--- src/rtl/lut_match_qualifier.sv ---
// Qualifies LUT matches that hold with a constant code for STABLE_CYC clocks, then counts and records them.
// Optional timestamping of each event is enabled by defining LUT_QUAL_TIMESTAMP_EN.
module lut_match_qualifier #(
  parameter int STABLE_CYC = 3,
  parameter int CNT_W      = 8,
  parameter int TS_W       = 16
) (
  input  logic             clk,
  input  logic             rst_n,
  input  logic             en_i,
  input  logic             clr_i,
  input  logic [3:0]       x_i,
  input  logic             y_i,
  output logic             evt_o,
  output logic [CNT_W-1:0] evt_cnt_o,
  output logic [3:0]       last_code_o,
  output logic             ovf_o,
`ifdef LUT_QUAL_TIMESTAMP_EN
  output logic [TS_W-1:0]  ts_o,
`endif
  output logic             busy_o
);

  typedef enum logic [1:0] {
    IDLE    = 2'd0,
    QUALIFY = 2'd1,
    ACTIVE  = 2'd2
  } state_e;

  localparam logic [3:0] StableTgt = 4'(STABLE_CYC);

  if (STABLE_CYC < 1 || STABLE_CYC > 15) begin : g_bad_stable
    $error("lut_match_qualifier: STABLE_CYC must be in 1..15");
  end
  if (CNT_W < 1 || TS_W < 1) begin : g_bad_width
    $error("lut_match_qualifier: CNT_W and TS_W must be positive");
  end

  state_e           state_q, state_d;
  logic [3:0]       cand_q, cand_d;
  logic [3:0]       stab_q, stab_d;
  logic             fire;
  logic             evt_q;
  logic [CNT_W-1:0] cnt_q;
  logic [3:0]       last_q;
  logic             ovf_q;
  logic             busy_q;

  // A candidate enters QUALIFY with count 1; reaching the target there converts straight to ACTIVE,
  // which also covers STABLE_CYC=1 for both fresh matches and code changes while ACTIVE.
  always_comb begin
    state_d = state_q;
    cand_d  = cand_q;
    stab_d  = stab_q;
    fire    = 1'b0;
    if (clr_i || !en_i) begin
      state_d = IDLE;
      stab_d  = '0;
    end else begin
      unique case (state_q)
        IDLE: begin
          if (y_i) begin
            cand_d  = x_i;
            stab_d  = 4'd1;
            state_d = QUALIFY;
          end
        end
        QUALIFY, ACTIVE: begin
          if (!y_i) begin
            state_d = IDLE;
            stab_d  = '0;
          end else if (x_i != cand_q) begin
            cand_d  = x_i;
            stab_d  = 4'd1;
            state_d = QUALIFY;
          end else if (state_q == QUALIFY) begin
            stab_d = stab_q + 4'd1;
          end
        end
        default: begin
          state_d = IDLE;
          stab_d  = '0;
        end
      endcase
      if (state_d == QUALIFY && stab_d == StableTgt) begin
        fire    = 1'b1;
        state_d = ACTIVE;
      end
    end
  end

  always_ff @(posedge clk or negedge rst_n) begin
    if (!rst_n) begin
      state_q <= IDLE;
      cand_q  <= '0;
      stab_q  <= '0;
      busy_q  <= 1'b0;
    end else begin
      state_q <= state_d;
      cand_q  <= cand_d;
      stab_q  <= stab_d;
      busy_q  <= (state_d != IDLE);
    end
  end

  // Clear wins over a coincident event; counter saturates and flags overflow instead of wrapping.
  always_ff @(posedge clk or negedge rst_n) begin
    if (!rst_n) begin
      evt_q  <= 1'b0;
      cnt_q  <= '0;
      last_q <= '0;
      ovf_q  <= 1'b0;
    end else if (clr_i) begin
      evt_q  <= 1'b0;
      cnt_q  <= '0;
      last_q <= '0;
      ovf_q  <= 1'b0;
    end else begin
      evt_q <= fire;
      if (fire) begin
        last_q <= cand_d;
        if (&cnt_q) begin
          ovf_q <= 1'b1;
        end else begin
          cnt_q <= cnt_q + CNT_W'(1);
        end
      end
    end
  end

`ifdef LUT_QUAL_TIMESTAMP_EN
  logic [TS_W-1:0] ts_cnt_q;
  logic [TS_W-1:0] ts_q;

  always_ff @(posedge clk or negedge rst_n) begin
    if (!rst_n) begin
      ts_cnt_q <= '0;
      ts_q     <= '0;
    end else begin
      ts_cnt_q <= clr_i ? '0 : ts_cnt_q + TS_W'(1);
      if (fire && !clr_i) begin
        ts_q <= ts_cnt_q;
      end
    end
  end

  assign ts_o = ts_q;
`endif

  assign evt_o       = evt_q;
  assign evt_cnt_o   = cnt_q;
  assign last_code_o = last_q;
  assign ovf_o       = ovf_q;
  assign busy_o      = busy_q;

endmodule

--- config.mk ---
export PLATFORM = sky130hd
export DESIGN_NAME = lut_match_qualifier
export DESIGN_NICKNAME = d
export VERILOG_FILES = /design/src/rtl/lut_match_qualifier.sv
export SDC_FILE = /design/constraint.sdc
export NUM_CORES = 1
export LEC_CHECK = 0
export ABC_AREA = 0
export CORE_UTILIZATION = 50
export DETAILED_ROUTE_END_ITERATION = 8
export GPL_TIMING_DRIVEN = 0
export PLACE_DENSITY_LB_ADDON = 0.08
export RECOVER_POWER = 50
export SYNTH_ARGS = -nofsm -noshare
export SYNTH_HDL_FRONTEND = slang
export SYNTH_SLANG_ARGS = --single-unit
--- constraint.sdc ---
create_clock -name clk -period 3.32 [get_ports clk]
set_clock_uncertainty 0.1 [all_clocks]
set_input_delay 0.332 -clock clk [delete_from_list [all_inputs] [get_ports clk]]
set_output_delay 0.332 -clock clk [all_outputs]
set_load 0.02 [all_outputs]
==> impl_metrics.tcl, run 1 <==
set metrics [dict create \
    grt.overflow.total 0 \
    cts_sinks 25 \
    layout-drive-gt1-share_pct 9.14 \
    starting_density_pct 53.4 \
    post_dp_cell_area_um2 1760 \
    fp-row-count 19 \
    finish.utilization_pct 64.1 \
    drt_iter0_markers 38 \
    antenna_found_initial 0 \
    postSynthRegisterBits 25 \
    synthesis.instances 148 \
    netlist_top_cells_area "sky130_fd_sc_hd__dfrtp_1 42%, sky130_fd_sc_hd__ha_1 4.2%, sky130_fd_sc_hd__mux2_4 4.0%" \
    ys_top_cells_by_count "25 x sky130_fd_sc_hd__dfrtp_1, 10 x sky130_fd_sc_hd__a21oi_1, 10 x sky130_fd_sc_hd__nor2_1, 9 x sky130_fd_sc_hd__nor2b_1, 7 x sky130_fd_sc_hd__nand3_1" \
    cts_hold_buffers 0 \
    worstSkewPairLatency_ns 0.32 \
    synthFlopType "sky130_fd_sc_hd__dfrtp_1" \
    grt_start_max_net_pins 26 \
    grtUsageMet2_pct 33.1 \
    setup_viol 0 \
    cp_arrival_ns 3.00 \
    yosysMostFrequentCell "sky130_fd_sc_hd__dfrtp_1" \
    vias_in_the_first_global_route 1219 \
    synth.yosys.seq_area_share_pct 42.1 \
    final-hold-violation-count 0 \
    hp-class "reg -> reg" \
    die-height_um 56.5 \
    grt-busiest-layer "met2" \
    finalSetupTns_ns 0 \
    cts_tree "done" \
    drt.antenna.violating_nets 0 \
    num_antenna_cells 0 \
    placed_cells 202 \
    endpoint_kind "flip-flop" \
    clock_tree.buffer_depth 2 \
    synth_area_leader_cell "sky130_fd_sc_hd__dfrtp_1" \
    met1_usage_pct 30.0 \
    vdd_drop_max_mv 0.243 \
    final-instance-count-excl-fill 206 \
    hpwlAfterDp_um 2190 \
    number_of_max_slew_violations_in_the_final_report 0 \
    power.leakage_nw 0.793 \
    slew-limit-headroom_pct 24.8 \
    dieWidth_um 56.5 \
    wl_um 3040 \
    final_nets 190 \
    mappedNetlistNets 162 \
    crit_start "state_q[0]$_DFF_PN0_" \
    ctsRootBufferMaster "sky130_fd_sc_hd__clkbuf_4" \
    gp_routability_congestion 0.888 \
    cts_inserted_buffers 3 \
    ioPinCount 24 \
    synthesis.yosys.warnings 0 \
    dr_vias_cell 5.91 \
    drv_cap 0 \
    flow.area_growth_from_synthesis_pct 19.9 \
    fmax_mhz 347 \
    detailroute.via_count 1217 \
    critPathLaunchType "flip-flop" \
    final_critical_path_setup_slack_ns 0.440 \
    core_area_um2 2780 \
    post-route-drc-count 0 \
    mappedNetlistArea_um2 1490 \
    synth.avg_cell_area_um2 10.0 \
    average_wire_per_cell_in_the_routed_design_um 14.8 \
    h_tree_depth_reported_by_cts 1 \
    die_area_um2 3200 \
    post-route-min-period_ns 2.88 \
    asr_flop_ratio_synth_pct 100 \
    tightestPinTransition_ns 1.12 \
    cts-resized-gates 0 \
    setup_repair_after_global_routing_missed_its_margin "no" \
    path_clk_slew_ns 0.14 \
    number_of_synthesized_flops_with_an_enable_pin 0 \
    port_buffers 23 \
    detailedPlace.worstSlack_ns 0.330 \
    worstPathMaxFanout 10 \
    run_status "complete, no violations" \
    number_of_unique_standard_cell_types_used_by_synthesis 47 \
    grt_pass1_wl_um 5400 \
    gr-usage-met3_pct 2.30 \
    netlist.area_leader.share_pct 42.1 \
    layout_worst_path_cycle_share_pct 86.7 \
    postCtsSetupRepairBufs 0 \
    dr.pass1.iters 4 \
    crit_type "reg -> reg" \
    cellPowerDensity_nw_per_um2 306 \
    required_ns 3.44 \
    hold_path.startpoint "ovf_o$_DFFE_PN0P_" \
    finish.instance_area_um2 1780 \
    grt.total_usage_pct 21.1 \
    rr_startpoint "state_q[0]$_DFF_PN0_" \
]
-- power breakdown --
group	switching (mW)	total [mW]	internal [mW]
sequential	0.00775	0.322	0.314
clock	0.0886	0.136	0.0469
combinational	0.0482	0.0870	0.0389
total	0.145	0.544	0.400
-- cell usage in the layout, fill, tap and decap left out, types with 4 or more instances in the layout --
cell type                          n
sky130_fd_sc_hd__xnor2_1           4
sky130_fd_sc_hd__a22o_1            4
sky130_fd_sc_hd__clkdlybuf4s50_1  15
sky130_fd_sc_hd__dlygate4sd3_1     8
sky130_fd_sc_hd__dfrtp_1          25
sky130_fd_sc_hd__nor2b_1           9
sky130_fd_sc_hd__o31ai_1           5
sky130_fd_sc_hd__nor2_1           10
sky130_fd_sc_hd__nand2_1           6
sky130_fd_sc_hd__clkbuf_1          4
sky130_fd_sc_hd__ha_1              5
sky130_fd_sc_hd__nand3_1           7
sky130_fd_sc_hd__a21oi_1          10
sky130_fd_sc_hd__mux2_4            4
sky130_fd_sc_hd__nor4_1            4
sky130_fd_sc_hd__mux2_1            4
sky130_fd_sc_hd__inv_1             5
-- logic make-up after synthesis --
| logic type | count (synthesis) | share of synthesized area, % |
|---|---|---|
| AOI/OAI and AO/OA | 34 | 15.6 |
| xor gates and xnor gates | 6 | 3.54 |
| adders and majority gates | 5 | 4.21 |
| and+or+nand+nor | 57 | 22.9 |
| buffers and inverters | 12 | 3.96 |
| muxes | 9 | 7.74 |
| DFF | 25 | 42.1 |
-- metal layers --
layer	wire [um]	part of all wire (%)
met4	34	1.1
met5	0	0
met2	1440	47
met1	1470	48
met3	105	3.5
-- path summary, 6_finish.rpt --
path	to	slack, ns	depth (start not counted)
min	ovf_o$_DFFE_PN0P_	0.45	2
min reg2reg	ovf_o$_DFFE_PN0P_	0.45	2
max	evt_cnt_o[4]$_DFFE_PN0P_	0.44	9
min in group asynchronous	evt_cnt_o[3]$_DFFE_PN0P_	0.57	1
max reg2reg	evt_cnt_o[4]$_DFFE_PN0P_	0.44	9
max in group asynchronous	last_code_o[2]$_DFFE_PN0P_	1.88	1
-- critical path, cell delays in order (launching register included) --
cell	delay (ns)
sky130_fd_sc_hd__dfrtp_1	0.48
sky130_fd_sc_hd__inv_1	0.07
sky130_fd_sc_hd__ha_1	0.32
sky130_fd_sc_hd__nand2_1	0.18
sky130_fd_sc_hd__o311a_1	0.17
sky130_fd_sc_hd__o21ai_1	0.07
sky130_fd_sc_hd__or4b_4	0.54
sky130_fd_sc_hd__buf_6	0.16
sky130_fd_sc_hd__nor4_1	0.35
sky130_fd_sc_hd__mux2_1	0.36
-- flip-flops by register name, summed over array words and instances (netlist names) --
signal,flops
stab_q,4
ovf_o,1
last_code_o,4
busy_o,1
evt_cnt_o,8
cand_q,4
evt_o,1
state_q,2
-- through the flow --
stage               hold WS, ns  power [mW]
finish                    0.455       0.544
global route              0.483       0.570
CTS                       0.465       0.552
detailed placement        0.446       0.415
global placement          0.433       0.413
floorplan               -0.0636       0.382
-- area by class of cell --
class,count,area (um2)
buffer,7,40.0
fill,236,1000
sequential,25,626
clock buffer,4,26.3
tap,31,38.8
inverter,5,18.8
multi-input combinational,111,802
timing repair buffer,23,230
Power figures use the tool's default switching activity.
==> run 2: changes to the inputs <==
--- a/config.mk
+++ b/config.mk
@@ -11,6 +11,7 @@
 export GPL_TIMING_DRIVEN = 0
 export PLACE_DENSITY_LB_ADDON = 0.08
 export RECOVER_POWER = 50
+export SLEW_MARGIN = 15
 export SYNTH_ARGS = -nofsm -noshare
 export SYNTH_HDL_FRONTEND = slang
 export SYNTH_SLANG_ARGS = --single-unit
==> impl_metrics.tcl, run 2 (same netlist as run 1, synthesis figures left out) <==
set metrics [dict create \
    num_antenna_cells 0 \
    worstSkewPairLatency_ns 0.32 \
    power.leakage_nw 0.794 \
    slew-limit-headroom_pct 10.9 \
    cts_sinks 25 \
    dieWidth_um 56.5 \
    internal_power_uw 400 \
    rr_startpoint "state_q[0]$_DFF_PN0_" \
    die_area_um2 3200 \
    wl_um 3050 \
    final-hold-violation-count 0 \
    run_status "complete, no violations" \
    cp_arrival_ns 3.00 \
    setup.reg_to_reg.worst_slack_ns 0.44 \
    cellPowerDensity_nw_per_um2 305 \
    drt.antenna.violating_nets 0 \
    worst-path-stages 9 \
    grt_start_max_net_pins 26 \
    h_tree_depth_reported_by_cts 1 \
    detailroute.via_count 1223 \
    dr_vias_cell 5.91 \
    ioPinCount 24 \
    path_delay_family "simple AND/OR/NAND/NOR gates" \
    final_nets 191 \
    flow.area_growth_from_synthesis_pct 20.1 \
    worstPathMaxFanout 10 \
    critical_path.reg2reg.endpoint "evt_cnt_o[4]$_DFFE_PN0P_" \
    cp_slowest_stage_delay_ns 0.54 \
    crit_start "state_q[0]$_DFF_PN0_" \
    cts_hold_buffers 0 \
    setup.worst_path.end "evt_cnt_o[4]$_DFFE_PN0P_" \
    average_wire_per_cell_in_the_routed_design_um 14.7 \
    timing.reg2reg.worst_path_depth 9 \
    post-route-drc-count 0 \
    antenna_found_initial 0 \
    hold_depth 2 \
    gr-usage-met3_pct 2.30 \
    setup_repair_after_global_routing_missed_its_margin "no" \
    fp-row-count 19 \
    hp-class "reg -> reg" \
    number_of_max_slew_violations_in_the_final_report 0 \
    grt-busiest-layer "met2" \
    required_ns 3.44 \
    tightestPinTransition_ns 1.34 \
    final_cell_mix "25 x sky130_fd_sc_hd__dfrtp_1, 15 x sky130_fd_sc_hd__clkdlybuf4s50_1, 10 x sky130_fd_sc_hd__nor2_1, 10 x sky130_fd_sc_hd__a21oi_1, 9 x sky130_fd_sc_hd__nor2b_1" \
    fmax_mhz 347 \
    share_seq_of_total_power_pct 59.1 \
    met1_usage_pct 30.0 \
    grt_pass1_wl_um 5400 \
    die-height_um 56.5 \
    clockPowerShare_pct 24.9 \
    cts_inserted_buffers 3 \
    port_buffers 23 \
    final_common_cell "sky130_fd_sc_hd__dfrtp_1" \
    layout-drive-gt1-share_pct 9.09 \
    core_area_um2 2780 \
    finalSetupTns_ns 0 \
    starting_density_pct 53.4 \
    layout_worst_path_cycle_share_pct 86.8 \
    gp_routability_congestion 0.888 \
    cts-resized-gates 0 \
    critPathSlowestCell "sky130_fd_sc_hd__or4b_4" \
    drv_cap 0 \
    switchingPower_uw 145 \
    critPathLaunchType "flip-flop" \
    finish.instance_area_um2 1790 \
    clock_tree.buffer_depth 2 \
    grt.overflow.total 0 \
    grt.total_usage_pct 21.1 \
    setup_viol 0 \
    cp_num_buf_inv 2 \
    crit_type "reg -> reg" \
    critical_path.cell_chain "inv_1 > ha_1 > nand2_1 > o311a_1 > o21ai_1 > or4b_4 > buf_6 > nor4_1 > mux2_1" \
    switching_share_of_power_pct 26.6 \
    drt_iter0_markers 41 \
    cts_tree "done" \
    grtUsageMet2_pct 33.1 \
    combPwrFrac_pct 16.1 \
    postCtsSetupRepairBufs 0 \
    post_dp_cell_area_um2 1760 \
    post-route-min-period_ns 2.88 \
    vdd_drop_max_mv 0.243 \
    dr.pass1.iters 4 \
    hpwlAfterDp_um 2190 \
    endpoint_kind "flip-flop" \
    largest_reg_flops 8 \
    path_clk_slew_ns 0.14 \
    vias_in_the_first_global_route 1219 \
    ctsRootBufferMaster "sky130_fd_sc_hd__clkbuf_4" \
]
-- run 2: routing by layer --
metal	wire (um)	vias up
met3	104	4
met4	35	0
li1	-	597
met1	1470	595
met5	0	-
met2	1440	27
-- run 2: how the worst min path moves through the flow --
stage                 startpoint                end  slack (ns)
2_1_floorplan              rst_n   busy_o$_DFF_PN0_       -0.06
3_3_place_gp   ovf_o$_DFFE_PN0P_  ovf_o$_DFFE_PN0P_        0.43
3_5_place_dp   ovf_o$_DFFE_PN0P_  ovf_o$_DFFE_PN0P_        0.45
4_1_cts        ovf_o$_DFFE_PN0P_  ovf_o$_DFFE_PN0P_        0.46
5_1_grt        ovf_o$_DFFE_PN0P_  ovf_o$_DFFE_PN0P_        0.48
6_report       ovf_o$_DFFE_PN0P_  ovf_o$_DFFE_PN0P_        0.45
-- run 2: final cells by class --
type / count / area, um2
fillers: 234 / 996
multi-input cells: 111 / 802
flip-flops and latches: 25 / 626
repair buffers: 24 / 234
plain buffers: 7 / 40.0
well taps: 31 / 38.8
clock buffers: 4 / 26.3
inverters: 5 / 18.8
-- run 2: tightest hold or removal path, cell delays in order (launching register included) --
cell                      delay [ns]
sky130_fd_sc_hd__dfrtp_1        0.41
sky130_fd_sc_hd__inv_1          0.06
sky130_fd_sc_hd__o22ai_1        0.06
-- run 2: power groups by stage --
| stage | sequential (mW) | clock [mW] | combinational [mW] |
|---|---|---|---|
| CTS | 0.322 | 0.142 | 0.0879 |
| detailed placement | 0.328 | 0 | 0.0871 |
| finish | 0.322 | 0.136 | 0.0875 |
| global placement | 0.327 | 0 | 0.0854 |
| floorplan | 0.327 | 0 | 0.0545 |
| global route | 0.324 | 0.151 | 0.0967 |
-- run 2: through the flow --
step / util [%] / setup WS [ns] / power (mW) / hold WS (ns) / std cells
6_report: 64.2 / 0.439 / 0.545 / 0.455 / 207
5_1_grt: 64.2 / 0.203 / 0.571 / 0.483 / 207
4_1_cts: 64.1 / 0.429 / 0.552 / 0.465 / 206
3_3_place_gp: 63.1 / 0.407 / 0.413 / 0.433 / 202
3_5_place_dp: 63.1 / 0.330 / 0.415 / 0.446 / 202
2_1_floorplan: - / 0.679 / 0.382 / -0.0636 / 148
==> RTL edit, RTL diff (config.mk and constraints of run 1) <==
The option `LUT_QUAL_TIMESTAMP_EN` is turned on by a define.
--- a/src/rtl/lut_match_qualifier.sv
+++ b/src/rtl/lut_match_qualifier.sv
@@ -1,5 +1,7 @@
 // Qualifies LUT matches that hold with a constant code for STABLE_CYC clocks, then counts and records them.
 // Optional timestamping of each event is enabled by defining LUT_QUAL_TIMESTAMP_EN.
+`define LUT_QUAL_TIMESTAMP_EN
+
 module lut_match_qualifier #(
   parameter int STABLE_CYC = 3,
   parameter int CNT_W      = 8,
Function (old outputs only; new: ts_o): kept (Yosys induction, for registers that start in step).
==> RTL edit against run 1 <==
The run now ends with capacitance limit, slew limit left; worst setup slack better by 0.22 ns; area after synthesis grew 95%; utilization increased by 0.58 points; design area is 100% higher; hold slack lost 0.36 ns; via count up 71%; count of clock-buffer cells in the layout is 6 higher; routed wire length increased by 93%; power rose to 2.7 times the old value; sequential cell count grew 32; critical path type unchanged; largest cell class is now sequential cells.
==> RTL edit: results (changes against run 1) <==
stage	metric	value	unit	change
run_status	outcome	finished with violations		
run_status	violations	capacitance limit, slew limit		
logic_synthesis	netlist_top_cells_area	dfrtp_1, mux2_4, nor2_1, ha_1, a21oi_1		
flow_run	cap_violations	1		+1
clock_tree	clockRootBuffer	clkbuf_8		
logic_synthesis	ys_seq_area_share	49.2	%	+7.2 points
finish	diodes	0		unchanged
clock_tree	clock_latency	0.34	ns	+0.02 ns
timing	slew_viol_final	28		+28
clock_tree	postCtsSetupRepairBufs	0		unchanged
min_path	hold_path_startpoint	clr_i		
setup_path	cp_max_fo	10		unchanged
route	dr.first_iter.drc_count	127		+230%
placed_design	portBuffers	38		+65%
placed_design	place_congestion	0.915		+3.1%
logic_synthesis	synthTopCellsByCount	dfrtp_1, nor2_1, a21oi_1, mux2_4, nand2_1		
route	route.vias.total	2083		+71%
clock_tree	cts_buffers	9		+6
power_and_ir_drop	leakagePower	1.65	nW	+110%
route	first_pass_iters	4		unchanged
logic_synthesis	synth_ff_type	dfrtp_1		
clock_tree	htreeDepth	3		+2
timing	worst_pin_slew	1.50	ns	+0.375 ns
placed_design	dp_hpwl	4.09	mm	+87%
clock_tree	cts_resized	0		unchanged
grt	grt_max_degree	31		+19%
route	ant_nets	0		unchanged
route	wl_per_cell	15.4	um	+4.1%
logic_synthesis	synth_fp_nets	269		+66%
logic_synthesis	synthArstFlopShare	100	%	unchanged
finish	fillers	450		+91%
grt	antenna_found_initial	0		unchanged
setup_path	critical_path_arrival	2.82	ns	-0.18 ns
grt	grt_util_all_layers	21.7	%	+0.60 points
setup_path	critPathLaunch	state_q[0]		
finish	fin_nets	320		+68%
clock_tree	clk_pin_slew	0.07	ns	-0.07 ns
finish	drive_above_1_share	16.5	%	+7.3 points
logic_synthesis	synth-warning-count	0		unchanged
grt	grt_pass1_wl	10.0	mm	+86%
clock_tree	ctsLongestPathBuffers	2		unchanged
min_path	min_path_type	in2reg		
logic_synthesis	ys_types	57		+21%
power_and_ir_drop	ir_worst_vdd	0.000312	V	+28%
==> RTL edit: changes by cell type after synthesis, sizes merged, moves of 5 or more <==
cell,before,now
nand4,3,10
nand2,6,13
mux2,8,16
xnor2,4,9
o21ai,4,9
dfrtp,25,57
nor2b,9,3
xor2,2,7
nor2,10,22
==> RTL edit: critical path, cell delays in order (launching register included) <==
cell	delay, ns
dfrtp_1	0.44
inv_1	0.10
ha_1	0.27
nor2b_1	0.35
nand3b_1	0.18
o41ai_4	0.09
nand4_1	0.29
buf_2	0.27
or3_1	0.35
a21oi_1	0.14
==> RTL edit: cell families (layout without fill, tap and decap cells) <==
family,after synthesis,count (layout),share of synthesized area (%)
simple gates,85,85,16.3
fa+ha+maj,6,6,2.59
flops,57,57,49.2
xor+xnor,16,16,6.26
buf+inv,21,77,4.36
compound gates,52,52,12.9
mux,17,17,8.38
==> RTL edit: report_power, final <==
part	total [W]	internal (W)	leakage, nW	switching, W
clock	0.000662	0.000368	0.0985	0.000294
combinational	0.000112	0.0000487	0.759	0.0000631
sequential	0.000722	0.000707	0.788	0.0000151
total	0.00150	0.00112	1.65	0.000373
==> RTL edit: final cells by class <==
cell class                      count  area share (%)
Tap cell                           72            2.52
Inverter                            9           0.943
Clock inverter                      6            1.89
Sequential cell                    57            39.8
Clock buffer                       10            3.84
Timing Repair Buffer               40            10.9
Buffer                             12            2.59
Multi-Input combinational cell    176            37.5
==> RTL edit: final timing paths <==
kind,end,slack [ns],cells after the start
max,evt_cnt_o[0],0.66,9
min,ts_cnt_q[1],0.09,2
max reg2reg,evt_cnt_o[0],0.66,9
min reg2reg,ts_cnt_q[0],0.40,1
max in group asynchronous,ovf_o,0.89,3
min in group asynchronous,ts_o[8],0.79,2
==> RTL edit: metal layers <==
layer	part of all wire (%)	GRT usage, %	up-vias
li1	-	-	1020
met1	50	31.4	1018
met2	45	31.7	36
met3	3.1	3.95	9
met4	1.9	10.0	0
met5	0	0	-
==> RTL edit: repair_timing <==
action	in CTS	in global routing
hold buffers	1	0
setup endpoints to repair	0	0
endpoints found under the hold margin	27	0
==> RTL edit: through the flow <==
stage	cells	worst slack (ns)	TNS [ns]	cell area (um^2)
final	382	0.658	0	3580
after global routing	382	0.388	0	3580
after CTS	382	0.674	0	3600
after detailed placement	365	0.483	0	3380
after global placement	364	-0.0205	-1.03	3370
after floorplan	254	0.972	0	2900
